## config.mk

```make
export PLATFORM = sky130hd
export DESIGN_NAME = seg_scan_ctrl
export DESIGN_NICKNAME = d
export VERILOG_FILES = /design/src/rtl/seg_scan_ctrl.sv
export SDC_FILE = /design/constraint.sdc
export NUM_CORES = 1
export LEC_CHECK = 0
export CORE_MARGIN = 10
export CORE_UTILIZATION = 29
export CTS_CLUSTER_DIAMETER = 50
export DETAILED_ROUTE_END_ITERATION = 6
export GPL_TIMING_DRIVEN = 0
export PLACE_DENSITY = 0.56
export SLEW_MARGIN = 20
export SYNTH_ARGS = -nofsm -noshare
export SYNTH_HDL_FRONTEND = slang
export SYNTH_SLANG_ARGS = --single-unit
```

## constraint.sdc

```tcl
create_clock -name clk -period 5.1 [get_ports clk]
set_input_delay 1.53 -clock clk [delete_from_list [all_inputs] [get_ports clk]]
set_output_delay 1.53 -clock clk [all_outputs]
set_load 0.01 [all_outputs]
```

## src/rtl/seg_scan_ctrl.sv

```systemverilog
`default_nettype none
// ============================================================================
//  Module   : seg_scan_ctrl
//  Purpose  : Four-digit multiplexed display scan controller. Steps an active
//             digit index through 0..3, and holds the hex/point/blank data
//             the downstream decoder shows. New data is staged in a shadow
//             bank and committed only at frame boundaries, so a frame never
//             mixes old and new digits. An optional per-digit blink path
//             gates the blank outputs with a free-running blink phase.
//  Revision : 1.0  initial release
//
//  Parameters
//    CLK_DIV_W   : scan divider width; one digit step every 2^CLK_DIV_W clocks
//    BLINK_DIV_W : blink divider width; blink phase is the divider MSB
//
//  Configuration macro
//    SEG_BLINK_EN : when defined, the blink divider and the blink_mask path
//                   are built. When undefined, blink_mask is ignored and LES
//                   follows the committed blank bits only.
//
//  Ports
//    clk        in   system clock, all state on the rising edge
//    rst        in   asynchronous active-high reset
//    load       in   single-cycle strobe capturing the four data inputs
//    hex_in     in   [15:0] four hex digits, digit i = hex_in[4i+3:4i]
//    point_in   in   [3:0]  decimal point per digit, 1 = lit
//    blank_in   in   [3:0]  per-digit blank, 1 = dark
//    blink_mask in   [3:0]  per-digit blink enable, 1 = blink
//    scan       out  [1:0]  active digit index
//    HEXS       out  [15:0] committed hex digits
//    point      out  [3:0]  committed decimal points
//    LES        out  [3:0]  per-digit blank to the decoder, 1 = dark
//    frame_tick out  one-cycle pulse after each full four-digit frame
//    pending    out  captured data is waiting for the next frame boundary
// ============================================================================
module seg_scan_ctrl #(
   parameter int CLK_DIV_W   = 17,
   parameter int BLINK_DIV_W = 25
) (
   input  logic        clk,
   input  logic        rst,
   input  logic        load,
   input  logic [15:0] hex_in,
   input  logic [3:0]  point_in,
   input  logic [3:0]  blank_in,
   input  logic [3:0]  blink_mask,
   output logic [1:0]  scan,
   output logic [15:0] HEXS,
   output logic [3:0]  point,
   output logic [3:0]  LES,
   output logic        frame_tick,
   output logic        pending
);

   // Out of reset every digit is dark until real data has been committed.
   localparam logic [3:0] c_BLANK_RST = 4'hF;
   localparam logic [1:0] c_LAST_DIGIT = 2'd3;

   // ------------------------------------------------------------------------
   // Scan timing
   // ------------------------------------------------------------------------
   logic [CLK_DIV_W-1:0] scan_div_q;
   logic [1:0]           scan_q;
   logic                 frame_tick_q;
   logic                 scan_tick;
   logic                 frame_edge;

   // The divider wraps on its own; the step happens on the all-ones count.
   assign scan_tick  = &scan_div_q;
   assign frame_edge = scan_tick && (scan_q == c_LAST_DIGIT);

   always_ff @(posedge clk or posedge rst) begin
      if (rst) begin
         scan_div_q   <= '0;
         scan_q       <= 2'd0;
         frame_tick_q <= 1'b0;
      end else begin
         scan_div_q   <= scan_div_q + 1'b1;
         frame_tick_q <= frame_edge;
         if (scan_tick) begin
            scan_q <= scan_q + 2'd1;   // 3 -> 0 wraps naturally in 2 bits
         end
      end
   end

   // ------------------------------------------------------------------------
   // Shadow / committed data banks
   // ------------------------------------------------------------------------
   logic [15:0] shd_hex_q,   shd_hex_d;
   logic [3:0]  shd_point_q, shd_point_d;
   logic [3:0]  shd_blank_q, shd_blank_d;
   logic [15:0] com_hex_q,   com_hex_d;
   logic [3:0]  com_point_q, com_point_d;
   logic [3:0]  com_blank_q, com_blank_d;
   logic        pending_q,   pending_d;
   logic [3:0]  les_q,       les_d;

`ifdef SEG_BLINK_EN
   logic [3:0]  shd_mask_q,  shd_mask_d;
   logic [3:0]  com_mask_q,  com_mask_d;
`else
   // The blink input has no function in this build.
   logic        unused_blink_mask;
   assign unused_blink_mask = ^blink_mask;
`endif

   always_comb begin
      shd_hex_d   = shd_hex_q;
      shd_point_d = shd_point_q;
      shd_blank_d = shd_blank_q;
      com_hex_d   = com_hex_q;
      com_point_d = com_point_q;
      com_blank_d = com_blank_q;
      pending_d   = pending_q;
`ifdef SEG_BLINK_EN
      shd_mask_d  = shd_mask_q;
      com_mask_d  = com_mask_q;
`endif

      if (frame_edge) begin
         // A load landing exactly on the boundary is the newest data, so it
         // bypasses the shadow bank and supersedes anything staged earlier.
         if (load) begin
            com_hex_d   = hex_in;
            com_point_d = point_in;
            com_blank_d = blank_in;
`ifdef SEG_BLINK_EN
            com_mask_d  = blink_mask;
`endif
         end else if (pending_q) begin
            com_hex_d   = shd_hex_q;
            com_point_d = shd_point_q;
            com_blank_d = shd_blank_q;
`ifdef SEG_BLINK_EN
            com_mask_d  = shd_mask_q;
`endif
         end
         pending_d = 1'b0;
      end else if (load) begin
         // Later loads in the same frame simply overwrite the shadow bank.
         shd_hex_d   = hex_in;
         shd_point_d = point_in;
         shd_blank_d = blank_in;
`ifdef SEG_BLINK_EN
         shd_mask_d  = blink_mask;
`endif
         pending_d   = 1'b1;
      end
   end

   // ------------------------------------------------------------------------
   // Blink phase and blank output
   // ------------------------------------------------------------------------
`ifdef SEG_BLINK_EN
   logic [BLINK_DIV_W-1:0] blink_div_q;
   logic                   blink_phase;

   assign blink_phase = blink_div_q[BLINK_DIV_W-1];

   always_ff @(posedge clk or posedge rst) begin
      if (rst) begin
         blink_div_q <= '0;
      end else begin
         blink_div_q <= blink_div_q + 1'b1;
      end
   end

   always_comb begin
      les_d = com_blank_q | (com_mask_q & {4{blink_phase}});
   end
`else
   always_comb begin
      les_d = com_blank_q;
   end
`endif

   always_ff @(posedge clk or posedge rst) begin
      if (rst) begin
         shd_hex_q   <= 16'h0000;
         shd_point_q <= 4'h0;
         shd_blank_q <= 4'h0;
         com_hex_q   <= 16'h0000;
         com_point_q <= 4'h0;
         com_blank_q <= c_BLANK_RST;
         pending_q   <= 1'b0;
         les_q       <= c_BLANK_RST;
`ifdef SEG_BLINK_EN
         shd_mask_q  <= 4'h0;
         com_mask_q  <= 4'h0;
`endif
      end else begin
         shd_hex_q   <= shd_hex_d;
         shd_point_q <= shd_point_d;
         shd_blank_q <= shd_blank_d;
         com_hex_q   <= com_hex_d;
         com_point_q <= com_point_d;
         com_blank_q <= com_blank_d;
         pending_q   <= pending_d;
         // LES is registered from the committed bank, so it trails a
         // commit or a blink phase change by one clock.
         les_q       <= les_d;
`ifdef SEG_BLINK_EN
         shd_mask_q  <= shd_mask_d;
         com_mask_q  <= com_mask_d;
`endif
      end
   end

   // ------------------------------------------------------------------------
   // Outputs: every one comes straight from a register.
   // ------------------------------------------------------------------------
   assign scan       = scan_q;
   assign HEXS       = com_hex_q;
   assign point      = com_point_q;
   assign LES        = les_q;
   assign frame_tick = frame_tick_q;
   assign pending    = pending_q;

endmodule
`default_nettype wire

```

==> results of run 1 <==
==> layout make-up <==
cell class,instances,area (um^2)
fillers,999,6280
clock inverters,6,114
multi-input cells,147,1180
clock buffers,10,138
plain buffers,11,85.1
inverters,3,13.8
repair buffers,54,551
well taps,136,170
flip-flops and latches,73,1840
==> final timing paths <==
check / startpoint / endpoint
max: LES[0] / LES[0]
min: com_blank_q[1] / LES[1]
max reg2reg: scan_div_q[0] / shd_point_q[2]
min reg2reg: com_blank_q[1] / LES[1]
max in group asynchronous: rst / com_blank_q[3]
min in group asynchronous: rst / scan_div_q[15]
==> cells by family after synthesis <==
kind of cell	Yosys count
xor gates and xnor gates	15
DFF	73
AOI/OAI and AO/OA	25
buffers and inverters	14
and+or+nand+nor	55
muxes	49
adders and majority gates	3
==> layout by cell type (no fill, tap or decap), types with 2 or more instances in the layout <==
master / count
sky130_fd_sc_hd__dfrtp_1: 65
sky130_fd_sc_hd__clkdlybuf4s50_1: 53
sky130_fd_sc_hd__nand2_1: 29
sky130_fd_sc_hd__mux2i_1: 24
sky130_fd_sc_hd__o21ai_1: 24
sky130_fd_sc_hd__mux2_4: 20
sky130_fd_sc_hd__xor2_1: 12
sky130_fd_sc_hd__clkbuf_8: 10
sky130_fd_sc_hd__dfstp_2: 8
sky130_fd_sc_hd__nor2_1: 6
sky130_fd_sc_hd__buf_2: 5
sky130_fd_sc_hd__nand4_1: 5
sky130_fd_sc_hd__nor3_1: 4
sky130_fd_sc_hd__mux2_1: 4
sky130_fd_sc_hd__nor4_2: 3
sky130_fd_sc_hd__nand3_1: 3
sky130_fd_sc_hd__xnor2_1: 3
sky130_fd_sc_hd__ha_1: 3
sky130_fd_sc_hd__bufinv_16: 3
sky130_fd_sc_hd__buf_4: 2
sky130_fd_sc_hd__buf_8: 2
sky130_fd_sc_hd__inv_1: 2
sky130_fd_sc_hd__clkinvlp_4: 2
==> where the power goes <==
group          switching (mW)  internal, mW
registers              0.0101         0.598
clock network           0.225         0.340
logic                  0.0398        0.0582
==> flip-flops by register name, indices dropped and copies added (netlist names) <==
register     count
HEXS            16
scan             2
pending          1
LES              4
shd_point_q      4
point            4
shd_hex_q       16
scan_div_q      17
shd_blank_q      4
com_blank_q      4
frame_tick       1
==> routing by layer <==
metal	vias to the layer above	routed length, um	track usage [%]
met2	36	3160	14.4
met4	0	71	3.28
met1	963	3020	11.7
li1	936	-	-
met5	-	0	0
met3	6	365	3.10
==> through the flow <==
step	hold slack, ns	setup WS [ns]	cell area, um^2	power (mW)	util, %
after floorplan	0.354	1.73	3110	0.680	-
after global placement	0.356	0.410	3810	0.714	36.8
after detailed placement	0.356	2.30	3830	0.718	37.0
after CTS	0.369	2.16	4090	1.29	39.4
after global routing	0.376	2.12	4090	1.33	39.4
final	0.367	2.19	4090	1.27	39.4
==> reports/metrics.csv, run 1 <==
metric,value,unit
result of the run,completed,
number of maximum-capacitance violations,0,
post-detailed-route DRC marker count,0,
horizontal die dimension,124,um
"slowest stage delay, CP",0.53,ns
first drt pass iteration count,4,
worst reg-to-reg setup slack,2.61,ns
I/O pin cnt,59,
"synthesized-area fraction occupied by ao, oa, aoi and oai cells",4.26,%
required time worst endpoint,3.57,ns
fraction of final layout cells sized beyond drive strength 1,21.1,%
grt ovf,0,
Rel. slew slack,63.3,%
port bufs,53,
number of nets produced by synthesis,268,
CP cell instances,clkdlybuf4s50_1,
growth of design area from synthesis to finish,31.3,%
post_cts resized,0,
number of nets in the layout,333,
top fanout value on the critical path,1,
Initial Util,30.0,%
Setup Skew,0.0204,ns
number of H-tree levels,3,
Placed Cells incl. Taps,424,
kind of critical path,flop to output port,
Final period util,57.2,%
instance count on the critical path,1,
total vias in the final route,1941,
global-route wire length before repair,11000,um
count of buffering cells on the critical path with inverters included,1,
area share of the leading cell type in the synthesized netlist,52.3,%
proportion of synthesized flip-flops having asynchronous set or reset,100,%
Leak,1.88,nW
number of standard cells in the final layout excluding fillers,440,
final setup violation count,0,
critical path data arrival time,1.38,ns
first-iteration detailed-routing DRC count,117,
number of slew-limit violations in the final report,0,
post-synthesis adder-cell area fraction,1.21,%
post-CTS setup buffer count,0,
category of the worst setup path capture point,output port,
number of antenna violations at the first check in global routing,0,
Startpoint Class,flop,
Yosys warning total,0,
Antenna diodes,0,
Final HPWL DP,4620,um
final weighted congestion in routability-driven placement,0.728,
via count of the first global-routing pass,2083,
largest family of logic cells by synthesized area,multiplexers,
worst hold path type,flop to flop,
synth unique cells,28,
slowest CP cell,sky130_fd_sc_hd__clkdlybuf4s50_1,
total die area,15300,um^2
height of the chip,124,um
most common cell in the netlist,sky130_fd_sc_hd__dfrtp_1,
hold-critical path depth,0,
Synth area leaders,"sky130_fd_sc_hd__dfrtp_1 52%, sky130_fd_sc_hd__mux2_4 9.7%, sky130_fd_sc_hd__mux2i_1 7.7%, sky130_fd_sc_hd__dfstp_2 6.8%, sky130_fd_sc_hd__o21ai_1 3.9%",
synth cell count leaders,"65 x sky130_fd_sc_hd__dfrtp_1, 29 x sky130_fd_sc_hd__nand2_1, 24 x sky130_fd_sc_hd__mux2i_1, 24 x sky130_fd_sc_hd__o21ai_1, 20 x sky130_fd_sc_hd__mux2_4",
depth of the worst register-to-register path,9,
peak ir drop on the vdd network,157,uV
most frequently used flop master after synthesis,sky130_fd_sc_hd__dfrtp_1,
number of antenna-violating nets in the routed design,0,
"buffers from clock root to sink, at most",2,
number of synthesized register bits,73,
total power density per cell area,311,nW/um^2
simple-gate share of the synthesized area,8.97,%
proportion of synthesized area in mux cells,19.2,%
actual slew at the worst max-slew pin,0.550,ns
syn_area_per_cell,13.3,um^2
Crit path max-delay family,buffers and inverters,
largest net degree at the start of global routing,41,
wire length after detailed routing,6620,um
latest clock arrival within the worst-skew pair,0.35,ns
Post-Syn Instances,234,
Cell Rows,37,
"CTS clk-pin slew, worst paths",0.08,ns
TritonCTS Buffers,9,
via density per instance,4.41,
"EDFF count, synth",0,
proportion of synthesized chip area in sequential cells,59.1,%
final period demand of the worst path,2.91,ns
synthesized-area fraction occupied by xor and xnor cells,4.22,%
root buffer selected by CTS,sky130_fd_sc_hd__clkbuf_8,
global router's overall resource usage,9.22,%
core footprint,10400,um^2
sinks on the clock net,73,
sum of negative setup slack,0,ns
final count of hold timing violations,0,
biggest area consumer among synthesized cells,sky130_fd_sc_hd__dfrtp_1,
f_max,343,MHz
average routed wire per standard cell,15.0,um
RSZ-0062 raised after global routing,false,
number of buffers inserted by hold repair at cts,0,
TritonCTS clock tree,built,
Synth Cell Area,3110,um^2
Power figures use the tool's default switching activity.
==> inputs of run 2 (changes only) <==
clock period = 2.7 ns   (was 5.1 ns; I/O delays follow)
==> results of run 2 <==
The final DEF is identical to that of run 1. Status: completed.
Main changes from that run: setup slack after placement 2.30 ns -> 0.170 ns; setup slack after layout 2.19 ns -> 0.215 ns; start point of the critical path LES[0] -> scan_div_q[0]; end point of the critical path LES[0] -> shd_point_q[2]; register-to-register setup slack 2.61 ns -> 0.21 ns; total power 1.27 mW -> 2.40 mW; worst IR drop on VDD 157 uV -> 296 uV
